## src/rtl/alu_share_arbiter_pkg.sv

```systemverilog
// Shared definitions for the ALU sharing arbiter slice.
//   - FSM state type (IDLE / EXEC / RESP)
//   - operand, op-code and completion-counter widths
//   - op-code assignments understood by alu_8bit
package alu_share_arbiter_pkg;

  localparam int unsigned OPND_W = 8;
  localparam int unsigned OP_W   = 4;
  localparam int unsigned CNT_W  = 16;

  typedef enum logic [1:0] {
    ST_IDLE = 2'd0,
    ST_EXEC = 2'd1,
    ST_RESP = 2'd2
  } state_e;

  localparam logic [OP_W-1:0] ALU_ADD = 4'h0;
  localparam logic [OP_W-1:0] ALU_SUB = 4'h1;
  localparam logic [OP_W-1:0] ALU_AND = 4'h2;
  localparam logic [OP_W-1:0] ALU_OR  = 4'h3;
  localparam logic [OP_W-1:0] ALU_XOR = 4'h4;
  localparam logic [OP_W-1:0] ALU_SHL = 4'h5;
  localparam logic [OP_W-1:0] ALU_SHR = 4'h6;
  localparam logic [OP_W-1:0] ALU_NOT = 4'h7;

endpackage

```

## src/rtl/alu_share_arbiter_alu.sv

```systemverilog
// alu_8bit: purely combinational 8-bit ALU shared by all requesters.
// Ports:
//   a, b      : 8-bit operands
//   op        : 4-bit operation code (unassigned codes give result 0, carry 0)
//   result    : 8-bit result
//   carry_out : carry for ADD/SHL/SHR, borrow for SUB, 0 otherwise
module alu_8bit
  import alu_share_arbiter_pkg::*;
(
  input  logic [OPND_W-1:0] a,
  input  logic [OPND_W-1:0] b,
  input  logic [OP_W-1:0]   op,
  output logic [OPND_W-1:0] result,
  output logic              carry_out
);

  always_comb begin
    result    = '0;
    carry_out = 1'b0;
    case (op)
      ALU_ADD: {carry_out, result} = {1'b0, a} + {1'b0, b};
      ALU_SUB: {carry_out, result} = {1'b0, a} - {1'b0, b};
      ALU_AND: result = a & b;
      ALU_OR:  result = a | b;
      ALU_XOR: result = a ^ b;
      ALU_SHL: {carry_out, result} = {a, 1'b0};
      ALU_SHR: {result, carry_out} = {1'b0, a};
      ALU_NOT: result = ~a;
      default: ;
    endcase
  end

endmodule

```

## src/rtl/alu_share_arbiter.sv

```systemverilog
// alu_share_arbiter: round-robin arbiter giving NREQ requesters access to one
// alu_8bit. One operation at a time: accept (IDLE), evaluate (EXEC), present
// the response until consumed (RESP).
// Ports:
//   clk, rst_n            : clock, asynchronous active-low reset
//   req_valid / req_ready : per-requester handshake (ready is one-hot or zero)
//   req_a, req_b, req_op  : per-requester operand / op-code slices
//   rsp_valid / rsp_ready : response handshake
//   rsp_id, rsp_result, rsp_carry : response payload
//   busy                  : high outside IDLE
//   op_count              : saturating count of consumed responses
module alu_share_arbiter
  import alu_share_arbiter_pkg::*;
#(
  parameter int unsigned NREQ = 4,
  parameter int unsigned IDW  = 2
) (
  input  logic                   clk,
  input  logic                   rst_n,
  input  logic [NREQ-1:0]        req_valid,
  output logic [NREQ-1:0]        req_ready,
  input  logic [OPND_W*NREQ-1:0] req_a,
  input  logic [OPND_W*NREQ-1:0] req_b,
  input  logic [OP_W*NREQ-1:0]   req_op,
  output logic                   rsp_valid,
  input  logic                   rsp_ready,
  output logic [IDW-1:0]         rsp_id,
  output logic [OPND_W-1:0]      rsp_result,
  output logic                   rsp_carry,
  output logic                   busy,
  output logic [CNT_W-1:0]       op_count
);

  state_e              state_q, state_d;
  logic [IDW-1:0]      last_grant_q, last_grant_d;
  logic [IDW-1:0]      id_q, id_d;
  logic [OPND_W-1:0]   opa_q, opa_d;
  logic [OPND_W-1:0]   opb_q, opb_d;
  logic [OP_W-1:0]     op_q, op_d;
  logic [OPND_W-1:0]   res_q, res_d;
  logic                carry_q, carry_d;
  logic [CNT_W-1:0]    cnt_q, cnt_d;

  logic [IDW-1:0]      gnt_idx;
  logic                gnt_any;
  logic [IDW-1:0]      cand;
  logic [OPND_W-1:0]   alu_res;
  logic                alu_carry;

  alu_8bit u_alu (
    .a         (opa_q),
    .b         (opb_q),
    .op        (op_q),
    .result    (alu_res),
    .carry_out (alu_carry)
  );

  // Round-robin search starting one past the last accepted requester.
  always_comb begin
    gnt_idx = '0;
    gnt_any = 1'b0;
    cand    = '0;
    for (int unsigned k = 1; k <= NREQ; k++) begin
      cand = IDW'((32'(last_grant_q) + k) % NREQ);
      if (!gnt_any && req_valid[cand]) begin
        gnt_any = 1'b1;
        gnt_idx = cand;
      end
    end
  end

  always_comb begin
    state_d      = state_q;
    last_grant_d = last_grant_q;
    id_d         = id_q;
    opa_d        = opa_q;
    opb_d        = opb_q;
    op_d         = op_q;
    res_d        = res_q;
    carry_d      = carry_q;
    cnt_d        = cnt_q;
    req_ready    = '0;

    case (state_q)
      ST_IDLE: begin
        // Ready is gated by rst_n so it reads zero throughout reset.
        if (gnt_any && rst_n) begin
          req_ready    = NREQ'(1) << gnt_idx;
          state_d      = ST_EXEC;
          last_grant_d = gnt_idx;
          id_d         = gnt_idx;
          opa_d        = req_a[32'(gnt_idx)*OPND_W +: OPND_W];
          opb_d        = req_b[32'(gnt_idx)*OPND_W +: OPND_W];
          op_d         = req_op[32'(gnt_idx)*OP_W +: OP_W];
        end
      end
      ST_EXEC: begin
        res_d   = alu_res;
        carry_d = alu_carry;
        state_d = ST_RESP;
      end
      ST_RESP: begin
        if (rsp_ready) begin
          state_d = ST_IDLE;
          if (cnt_q != '1) cnt_d = cnt_q + CNT_W'(1);
        end
      end
      default: state_d = ST_IDLE;
    endcase
  end

  always_ff @(posedge clk or negedge rst_n) begin
    if (!rst_n) begin
      state_q      <= ST_IDLE;
      last_grant_q <= IDW'(NREQ - 1);
      id_q         <= '0;
      opa_q        <= '0;
      opb_q        <= '0;
      op_q         <= '0;
      res_q        <= '0;
      carry_q      <= 1'b0;
      cnt_q        <= '0;
    end else begin
      state_q      <= state_d;
      last_grant_q <= last_grant_d;
      id_q         <= id_d;
      opa_q        <= opa_d;
      opb_q        <= opb_d;
      op_q         <= op_d;
      res_q        <= res_d;
      carry_q      <= carry_d;
      cnt_q        <= cnt_d;
    end
  end

  assign rsp_valid  = (state_q == ST_RESP);
  assign busy       = (state_q != ST_IDLE);
  assign rsp_id     = id_q;
  assign rsp_result = res_q;
  assign rsp_carry  = carry_q;
  assign op_count   = cnt_q;

endmodule

```

## config.mk

```make
export PLATFORM = sky130hd
export DESIGN_NAME = alu_share_arbiter
export DESIGN_NICKNAME = d
export VERILOG_FILES = /design/src/rtl/alu_share_arbiter_pkg.sv /design/src/rtl/alu_share_arbiter_alu.sv /design/src/rtl/alu_share_arbiter.sv
export SDC_FILE = /design/constraint.sdc
export NUM_CORES = 1
export LEC_CHECK = 0
export ABC_AREA = 1
export CAP_MARGIN = 20
export CORE_MARGIN = 2
export CORE_UTILIZATION = 36
export CTS_BUF_LIST = sky130_fd_sc_hd__clkbuf_2
export CTS_CLUSTER_DIAMETER = 40
export DETAILED_ROUTE_END_ITERATION = 7
export REMOVE_ABC_BUFFERS = 1
export SETUP_SLACK_MARGIN = 0.2
export SLEW_MARGIN = 20
export SYNTH_ARGS = -nofsm -noshare
export SYNTH_HDL_FRONTEND = slang
export SYNTH_SLANG_ARGS = --single-unit
```

## constraint.sdc

```tcl
create_clock -name clk -period 3.5 [get_ports clk]
set_input_delay 0.875 -clock clk [delete_from_list [all_inputs] [get_ports clk]]
set_output_delay 0.875 -clock clk [all_outputs]
set_load 0.005 [all_outputs]
```

# Word-level counts from Yosys, hierarchy flattened
# Cells that the tools add are included.
dict set report totals {
  latch_bits 0
  input_bits 87
  n_memories 0
  wordCells 76
  reg_bits 51
  ramBits 0
  mem_bits_ro 0
  output_inout_bits 33
}
dict set report op_classes {
  n_div 0
  n_lt_le_gt_ge 4
  eq_ne 12
  n_shift 4
  n_mul 0
  n_bitwise 4
  n_reduce_logical 13
  muxes 23
  n_addsub 7
}
# operator n
set ops {}
lappend ops {{case mux 8 bit (8 select lines)} 1}
lappend ops {{variable part select 32 x 6 -> 8 bit} 2}
lappend ops {{adder 16 x 1 -> 16 bit, second input constant} 1}
lappend ops {{equality test 4 x 3 -> 1 bit, second input constant} 4}
lappend ops {{!= test 16 bit, second input constant} 1}
lappend ops {{variable part select 16 x 5 -> 4 bit} 1}
lappend ops {{< comparator 2 x 3 -> 1 bit, second input constant} 4}
lappend ops {{two-way mux 2 bit} 6}
lappend ops {{adder 8 x 8 -> 9 bit} 1}
lappend ops {{subtractor 8 x 8 -> 9 bit} 1}
lappend ops {{AND 8 bit} 1}
lappend ops {{binary-select mux 1 bit (select 2 bit)} 4}
lappend ops {{equality test 4 x 2 -> 1 bit, second input constant} 2}
lappend ops {{two-way mux 1 bit} 8}
lappend ops {{two-way mux 4 bit} 2}
lappend ops {{NOT 8 bit} 1}
lappend ops {{OR 8 bit} 1}
lappend ops {{bitwise XOR 8 bit} 1}
lappend ops {{case mux 2 bit (3 select lines)} 1}
lappend ops {{adder 2 x 1 -> 2 bit, second input constant} 2}
lappend ops {{adder 2 bit, second input constant} 2}
lappend ops {{equality test 4 x 1 -> 1 bit, second input constant} 1}
lappend ops {{logical AND 1 bit} 4}
lappend ops {{logical NOT 4 bit} 1}
lappend ops {{other kinds (11)} 14}

# Depth between registers and ports, before layout
# Gate-level depths: netlist (run 1).
dict set report depth {
  word_depth 16
  ltp_mapped 17
}

# Hierarchy
# A second synthesis (run 1) with hierarchy kept.
dict set report hier_totals {
  cells_unflattened 684
  area_unflattened_um2 4560.6
}
# module n_inst cells_per_inst area_each_um2
set by_module_without_submodules {}
lappend by_module_without_submodules {alu_share_arbiter 1 432 3208.1}
lappend by_module_without_submodules {alu_8bit 1 252 1352.5}

# Least setup slack after synthesis (run 1)
# No wires, ideal clock.
dict set report synth_timing {
  path_type {input-to-output}
  from {input port req_valid[1]}
  to {output port req_ready[1]}
  n_path_buf 1
  path_slack_ns 0.608
  path_stages 12
  t_arrival_ns 2.017
  required_ns 2.625
  cell_sequence {inv_1 -> nand2_1 -> nand3_1 -> nand2_2 -> nor2_8 -> nand3_4 -> nand2_1 -> nand2_2 -> nand2_4 -> buf_2 -> nand2_1 -> nor2_1}
}
dict set report synth_between {
  elab_chain_cells 15
  word_cells_on_any_way 26
  classes_between {shift (1); mux (18); reduce/logical (7)}
}
# item line_no
set synth_rtl {}
lappend synth_rtl {{start: declaration} alu_share_arbiter.sv:20} ;# input logic [NREQ-1:0] req_valid,
lappend synth_rtl {{binary-select mux 1 bit (select 2 bit)} alu_share_arbiter.sv:65} ;# if (!gnt_any && req_valid[cand]) begin
lappend synth_rtl {{two-way mux 1 bit (not written as such)} alu_share_arbiter.sv:65}
lappend synth_rtl {{two-way mux 1 bit} alu_share_arbiter.sv:65}
lappend synth_rtl {{logical NOT 1 bit} alu_share_arbiter.sv:65}
lappend synth_rtl {{logical AND 1 bit} alu_share_arbiter.sv:65}
lappend synth_rtl {{two-way mux 1 bit} alu_share_arbiter.sv:65}
lappend synth_rtl {{logical NOT 1 bit} alu_share_arbiter.sv:65}
lappend synth_rtl {{logical AND 1 bit} alu_share_arbiter.sv:65}
lappend synth_rtl {{two-way mux 1 bit} alu_share_arbiter.sv:65}
lappend synth_rtl {{logical NOT 1 bit} alu_share_arbiter.sv:65}
lappend synth_rtl {{logical AND 1 bit} alu_share_arbiter.sv:65}
lappend synth_rtl {{two-way mux 2 bit / two-way mux 1 bit (equally long branches)} alu_share_arbiter.sv:65}
lappend synth_rtl {{<< shifter 1 x 2 -> 4 bit / logical AND 1 bit (equally long branches)} {alu_share_arbiter.sv:88, alu_share_arbiter.sv:87}}
lappend synth_rtl {{two-way mux 4 bit (*)} alu_share_arbiter.sv:87} ;# if (gnt_any && rst_n) begin
lappend synth_rtl {{two-way mux 4 bit (*)} alu_share_arbiter.sv:84} ;# case (state_q)
lappend synth_rtl {{end: declaration} alu_share_arbiter.sv:21} ;# output logic [NREQ-1:0] req_ready,
# Mark *: on every way between the ends. The rest lies on a longest branch, timed or not. The select of a mux whose other input is x is not followed.

# Worst setup path after layout (run 1)
dict set report layout_timing {
  from {register last_grant_q[0]}
  to {output port req_ready[0]}
}
dict set report layout_between {
  elab_chain_cells 16
  word_cells_on_any_way 30
  classes_between {add/sub (4); shift (1); mux (18); reduce/logical (7)}
}
# item line_no
set layout_rtl {}
lappend layout_rtl {{start: declaration} alu_share_arbiter.sv:35} ;# logic [IDW-1:0] last_grant_q, last_grant_d;
lappend layout_rtl {{start signal: assignment} alu_share_arbiter.sv:115} ;# last_grant_q <= IDW'(NREQ - 1);
lappend layout_rtl {{start signal: assignment} alu_share_arbiter.sv:125} ;# last_grant_q <= last_grant_d;
lappend layout_rtl {{adder 2 x 1 -> 2 bit} alu_share_arbiter.sv:64} ;# cand = IDW'((32'(last_grant_q) + k) % NREQ);
lappend layout_rtl {{binary-select mux 1 bit (select 2 bit)} alu_share_arbiter.sv:65}
lappend layout_rtl {{two-way mux 1 bit (not written as such)} alu_share_arbiter.sv:65}
lappend layout_rtl {{two-way mux 1 bit} alu_share_arbiter.sv:65}
lappend layout_rtl {{logical NOT 1 bit} alu_share_arbiter.sv:65}
lappend layout_rtl {{logical AND 1 bit} alu_share_arbiter.sv:65}
lappend layout_rtl {{two-way mux 1 bit} alu_share_arbiter.sv:65}
lappend layout_rtl {{logical NOT 1 bit} alu_share_arbiter.sv:65}
lappend layout_rtl {{logical AND 1 bit} alu_share_arbiter.sv:65}
lappend layout_rtl {{two-way mux 1 bit} alu_share_arbiter.sv:65}
lappend layout_rtl {{logical NOT 1 bit} alu_share_arbiter.sv:65}
lappend layout_rtl {{logical AND 1 bit} alu_share_arbiter.sv:65}
lappend layout_rtl {{two-way mux 2 bit / two-way mux 1 bit (equally long branches)} alu_share_arbiter.sv:65}
lappend layout_rtl {{<< shifter 1 x 2 -> 4 bit / logical AND 1 bit (equally long branches)} {alu_share_arbiter.sv:88, alu_share_arbiter.sv:87}}
lappend layout_rtl {{two-way mux 4 bit (*)} alu_share_arbiter.sv:87}
lappend layout_rtl {{two-way mux 4 bit (*)} alu_share_arbiter.sv:84}
# Marks and branches as above.

==> impl_metrics.csv, run 1 <==
group,metric,value,unit
worst_setup_path,crit_fanout,10,
cells_and_area,syn_to_final_growth,35.4,%
synth,synthMuxAreaShare,0,%
sta,slew_violations,0,
worst_setup_path,endpoint_kind,"output port",
synth,synth.distinct_cells,44,
detailed_routing,drc,0,
synth,synthXorXnorAreaFrac,3.53,%
floorplan,start_util,37.1,%
synth,synth_cells,668,
detailed_routing,routedWlPerCell,12.8,µm
worst_setup_path,startpoint,"last_grant_q[0]",
cells_and_area,final_common_cell,"nand2_1",
placement,dp_hpwl,9720,µm
worst_setup_path,crit_path_start_kind,"flip-flop",
clocking,cts_made_buffers,5,
sta,fmax,305,MHz
global_routing,grt_pass1_wl,20700,µm
cells_and_area,fin_util,50.2,%
worst_setup_path,r2r_cells,15,
detailed_routing,drt_iter0_markers,288,
power_and_ir_drop,clkPwrFrac,7.3,%
sta,finalClockSkew,0.0179,ns
worst_setup_path,arrival,2.40,ns
placement,place.gp.congestion,0.946,
worst_setup_path,timing.critical_path.to,"req_ready[0]",
detailed_routing,viasPerCell,4.71,
synth,synth_compound_area_share,7.22,%
worst_setup_path,required,2.62,ns
outcome,status,"completed",
cells_and_area,final_area,6050,µm²
floorplan,die-area,13300,µm²
clocking,cts.clk_slew.worst_paths,0.27,ns
detailed_routing,vias,4560,
cells_and_area,final_layout_size_suffix_gt1_share,10.1,%
power_and_ir_drop,p_total,5.38,mW
sta,fin_ws,0.222,ns
power_and_ir_drop,p_sw_share,52.6,%
clocking,worstSkewPairLatency,0.45,ns
synth,synth_top_family_by_area,"simple AND/OR/NAND/NOR gates",
synth,synth-seq-cells,51,
cells_and_area,mostFrequentLayoutCells,"nand2_1 (182), inv_1 (113), clkdlybuf4s50_1 (110)",
detailed_routing,routed_wl,12400,µm
power_and_ir_drop,p_leak,3.16,nW
detailed_routing,drtAntennaViolNets,0,
sta,hold_viol,0,
floorplan,die_height,115,µm
placement,dpl.cell_count,950,
clocking,cts_max_path_buffers,2,
synth,synthSimpleGateAreaFrac,39.3,%
cells_and_area,nets,914,
synth,ys_warn_count,0,
power_and_ir_drop,pwr-share-seq,19.6,%
synth,synth_flop_cell,"dfrtp_1",
power_and_ir_drop,p_switching,2.83,mW
power_and_ir_drop,peakVddDrop,621,µV
placement,dp_slack,-0.229,ns
cells_and_area,fill_cells,1183,
clocking,cts_num_sinks,51,
floorplan,coreArea,12100,µm²
sta,rsz0062_at_grt,"true",
synth,async_flop_share,100,%
global_routing,antenna_found_initial,0,
power_and_ir_drop,combPwrFrac,73.2,%
global_routing,grt.overflow.total,0,
sta,setup_tns,0,ns
global_routing,grt_pass1_vias,4422,
sta,fin_crit,3.28,ns
clocking,hold_buffers,0,
cells_and_area,layoutNonFillerInstCount,968,
global_routing,grt_util_all_layers,18.8,%
job,maxCapViolCount,0,
clocking,htreeDepth,2,
global_routing,grt_start_max_net_pins,55,
sta,worst_pin_slew,0.854,ns
synth,yosys.area_share.adder,8.45,%
synth,yosysSeqAreaShare,28.6,%
power_and_ir_drop,p_per_area,888,nW/µm²
power_and_ir_drop,intPower,2.55,mW
detailed_routing,drt_pass1_iterations,5,
worst_setup_path,crit_type,"flip-flop to output port",
clocking,cts_root_buf,"clkbuf_2",
floorplan,rows,40,
worst_setup_path,reg2reg_slack,0.98,ns
sta,finalSetupViolCount,0,
placement,placed_area,5840,µm²
sta,slew_headroom,42.6,%
synth,synthesis.area,4470,µm²
sta,hold_ws,0.517,ns
synth,synth_edf_count,0,
floorplan,pin_count,120,
worst_hold_path,holdCritPathClass,"flip-flop to flip-flop",
worst_setup_path,worstReg2RegStart,"last_grant_q[0]",
synth,synth.avg_cell_area,6.69,µm²
sta,finalCritPeriodShare,93.7,%
clocking,cts_tree,"done",
worst_setup_path,r2r_end,"opa_q[7]",
placement,portBuffers,119,
floorplan,die_w,115,µm
## worst min-delay path by stage
stage,end,slack (ns),cells after the start,from
finish,rsp_result[0],0.52,2,rsp_result[0]
global route,rsp_result[0],0.55,2,rsp_result[0]
CTS,rsp_result[6],0.53,2,rsp_result[6]
detailed placement,rsp_result[6],0.47,2,rsp_result[6]
global placement,rsp_result[5],0.46,2,rsp_result[5]
floorplan,rsp_result[2],0.47,2,rsp_result[2]
## metal layers
| metal | share of wire (%) | track usage (%) | vias up |
|---|---|---|---|
| li1 | - | - | 2376 |
| met2 | 46 | 31.9 | 155 |
| met3 | 5.4 | 2.25 | 14 |
| met1 | 48 | 26.2 | 2015 |
| met5 | 0 | 0 | - |
| met4 | 0.98 | 3.21 | 0 |
## cells in the mapped netlist, types with 2 or more instances
| library cell | n | area share, % |
|---|---|---|
| dfrtp_1 | 49 | 27 |
| buf_4 | 3 | 0.50 |
| or2_1 | 10 | 1.4 |
| or2_2 | 5 | 0.70 |
| buf_2 | 10 | 1.1 |
| nor3_1 | 8 | 0.90 |
| inv_1 | 116 | 9.7 |
| or2_0 | 7 | 0.98 |
| nor2_4 | 2 | 0.50 |
| dfstp_2 | 2 | 1.2 |
| a221oi_1 | 4 | 0.78 |
| ha_1 | 27 | 7.6 |
| nand2_2 | 6 | 0.84 |
| nor2_1 | 23 | 1.9 |
| nand2_1 | 190 | 16 |
| nand3_2 | 4 | 0.90 |
| nand4_1 | 4 | 0.56 |
| xor2_1 | 12 | 2.4 |
| nand3_1 | 111 | 12 |
| nand2_4 | 2 | 0.50 |
| o21ai_0 | 10 | 1.1 |
| fa_1 | 2 | 0.90 |
| inv_2 | 3 | 0.25 |
| o2111ai_1 | 2 | 0.39 |
| buf_6 | 4 | 1.0 |
| a21oi_1 | 14 | 1.6 |
| o21ai_1 | 2 | 0.22 |
| xnor2_1 | 6 | 1.2 |
| o221ai_1 | 2 | 0.39 |
| o211ai_1 | 2 | 0.34 |
| o22ai_1 | 12 | 1.7 |
| nor4_1 | 2 | 0.28 |
## registers in the layout, summed over array words and instances, names as in the netlist
register and count:
last_grant_q 2, op_count 16, op_q 4, opa_q 8, opb_q 8, rsp_carry 1, rsp_id 2, rsp_result 8
state_q 2
## critical path: stages (launching register included)
cell,delay (ns)
dfstp_2,0.69
inv_6,0.08
nand2_1,0.08
nand2_2,0.08
nand2_2,0.09
nand2_4,0.08
nor2_8,0.12
nand4_1,0.13
nand2_2,0.17
inv_2,0.08
nor3_4,0.20
buf_2,0.14
## power by group through the flow
stage	Clock [mW]	Combinational (mW)	Sequential, mW
global route	0.432	4.46	1.09
floorplan	0	2.54	1.01
finish	0.391	3.93	1.05
global placement	0	3.68	1.06
detailed placement	0	3.71	1.07
CTS	0.407	3.86	1.05
## repair_timing
item / CTS / global route
setup endpoints to repair: 4 / 4
buffers inserted: 8 / 1
pin swaps: 14 / 8
resized for setup: 28 / 11
## cell families (layout without fill, tap and decap cells)
family,count (synthesis),in the layout
flip-flops,51,51
XOR/XNOR,18,18
AO/OA/AOI/OAI,52,52
adder cells (fa/ha/maj),29,29
buffers and inverters,139,270
other,0,1
AND/OR/NAND/NOR,379,379
## cell type report
type	instances	area (µm²)	share of cell area, %
multi-input cells	478	2680	44.2
repair buffers	141	1330	22.0
flip-flops and latches	51	1280	21.1
inverters	121	459	7.58
well taps	168	210	3.47
clock inverters	3	67.6	1.12
clock buffers	5	25.0	0.413
diodes	1	2.50	0.0413
(Power assumes the default switching activity.)
==> run 2, diff against run 1 <==
--- a/config.mk
+++ b/config.mk
@@ -12,6 +12,7 @@
 export CTS_BUF_LIST = sky130_fd_sc_hd__clkbuf_2
 export CTS_CLUSTER_DIAMETER = 40
 export DETAILED_ROUTE_END_ITERATION = 7
+export PLACE_DENSITY = 0.65
 export REMOVE_ABC_BUFFERS = 1
 export SETUP_SLACK_MARGIN = 0.2
 export SLEW_MARGIN = 20
==> run 2 against run 1 <==
Net effect:
- setup slack got worse by 0.033 ns
- first-iteration DRC count is 13% higher
- total power is 1.5% higher
- combinational power up 5%
- largest cell class unchanged
- non-clock buffer count grew 10
- critical path type unchanged
- maximum frequency decreased by 1.0%
- global-route usage decreased by 0.058 points
- routed wire length rose by 2.5%
- highest routed layer unchanged
- core utilization increased by 0.91 points
==> impl_metrics.csv, run 2 (synthesis results as in run 1) <==
group,metric,value,unit
sta,slew_headroom,40.2,%
cells_and_area,nets,924,
power_and_ir_drop,p_total,5.46,mW
worst_setup_path,arrival,2.44,ns
worst_setup_path,reg2reg_slack,0.85,ns
clocking,worstSkewPairLatency,0.48,ns
power_and_ir_drop,p_per_area,885,nW/µm²
worst_setup_path,startpoint,"last_grant_q[0]",
placement,placed_area,5830,µm²
detailed_routing,drt_iter0_markers,325,
power_and_ir_drop,peakVddDrop,636,µV
worst_setup_path,crit_type,"flip-flop to output port",
floorplan,coreArea,12100,µm²
placement,place.gp.congestion,0.928,
clocking,cts.clk_slew.worst_paths,0.32,ns
sta,rsz0062_at_grt,"true",
sta,worst_pin_slew,0.890,ns
detailed_routing,vias,4682,
clocking,cts_num_sinks,51,
sta,fin_crit,3.31,ns
sta,slew_violations,0,
detailed_routing,drc,0,
global_routing,grt_util_all_layers,18.8,%
cells_and_area,final_layout_size_suffix_gt1_share,12.2,%
worst_setup_path,crit_path_start_kind,"flip-flop",
floorplan,rows,40,
floorplan,die-area,13300,µm²
job,maxCapViolCount,0,
worst_setup_path,worstReg2RegStart,"last_grant_q[0]",
sta,hold_ws,0.514,ns
detailed_routing,routed_wl,12700,µm
detailed_routing,drtAntennaViolNets,0,
clocking,cts_made_buffers,5,
global_routing,grt_pass1_vias,4372,
sta,finalSetupViolCount,0,
placement,portBuffers,119,
floorplan,pin_count,120,
clocking,hold_buffers,0,
placement,dp_slack,-0.256,ns
global_routing,grt.overflow.total,0,
global_routing,grt_start_max_net_pins,61,
worst_setup_path,endpoint_kind,"output port",
sta,hold_viol,0,
clocking,cts_max_path_buffers,2,
floorplan,die_w,115,µm
clocking,cts_root_buf,"clkbuf_2",
clocking,cts_tree,"done",
worst_hold_path,holdCritPathClass,"primary input to async pin",
power_and_ir_drop,p_leak,3.21,nW
cells_and_area,largest_reg_flops,16,
detailed_routing,routedWlPerCell,13.0,µm
clocking,htreeDepth,2,
sta,setup_tns,0,ns
cells_and_area,antenna_cells,0,
cells_and_area,final_common_cell,"nand2_1",
placement,dp_hpwl,9660,µm
global_routing,grt_pass1_wl,20500,µm
sta,fin_ws,0.188,ns
outcome,status,"completed",
cells_and_area,final_area,6160,µm²
floorplan,start_util,37.1,%
cells_and_area,mostFrequentLayoutCells,"nand2_1 (177), inv_1 (112), clkdlybuf4s50_1 (110)",
worst_setup_path,crit_fanout,6,
sta,finalCritPeriodShare,94.6,%
sta,fmax,302,MHz
global_routing,antenna_found_initial,0,
detailed_routing,viasPerCell,4.79,
detailed_routing,drt_pass1_iterations,5,
sta,finalClockSkew,0.0386,ns
worst_setup_path,required,2.62,ns
floorplan,die_height,115,µm
cells_and_area,syn_to_final_growth,37.9,%
==> run 2: cell types whose count changed in the layout (fill, tap and decap cells not counted), sizes merged <==
| cell | change |
|---|---|
| clkdlybuf4s15 | +1 |
| clkinvlp | -1 |
| buf | +12 |
| clkinv | +3 |
| clkbuf | -3 |
| diode | -1 |
| bufinv | -2 |
==> run 2: area by class of cell <==
cell class | instances | area, µm²
fill | 1192 | 5900
multi-input combinational | 478 | 2740
timing repair buffer | 151 | 1420
sequential | 51 | 1280
inverter | 121 | 459
tap | 168 | 210
clock inverter | 3 | 28.8
clock buffer | 5 | 25.0
==> run 2: timing repair <==
item | in CTS | in global routing
endpoints found under the setup margin | 4 | 4
buffers inserted | 9 | 12
endpoints found under the hold margin | 0 | 0
gates resized for setup | 42 | 19
pin swaps | 17 | 19
==> run 2: through the flow <==
stage | utilization (%) | cells
2_1_floorplan | - | 650
3_3_place_gp | 48.3 | 948
3_5_place_dp | 48.3 | 948
4_1_cts | 49.9 | 965
5_1_grt | 51.1 | 977
6_report | 51.1 | 977
==> run 2: critical path, cell delays in order, from the launching register on <==
cell and delay (ns):
dfstp_2 0.66, clkinv_4 0.10, buf_4 0.14, nand2_2 0.08
nand3_2 0.09, nand2_4 0.12, nor2_8 0.06, nand3_4 0.09
nand2_2 0.07, nand2_2 0.09, nand2_4 0.07, buf_6 0.11
nor3_2 0.14, buf_2 0.14
==> run 2: path summary, 6_finish.rpt <==
kind,endpoint,cells after the start
max,req_ready[2],13
min,opb_q[1],2
max reg2reg,opa_q[4],14
min reg2reg,rsp_result[4],2
max in group asynchronous,opb_q[4],2
min in group clk,rsp_result[4],2
==> run 2: report_power, final <==
| part | switching, mW | leakage, nW | internal [mW] |
|---|---|---|---|
| Clock | 0.221 | 0.0351 | 0.0585 |
| Combinational | 2.45 | 2.55 | 1.67 |
| Sequential | 0.240 | 0.627 | 0.810 |
| Total | 2.92 | 3.21 | 2.54 |
==> run 2: layer usage <==
layer | routed length, µm | vias to the layer above | global-route usage, %
li1 | - | 2399 | -
met1 | 6030 | 2111 | 26.5
met2 | 5840 | 159 | 30.4
met3 | 687 | 13 | 2.82
met4 | 155 | 0 | 4.02
met5 | 0 | - | 0
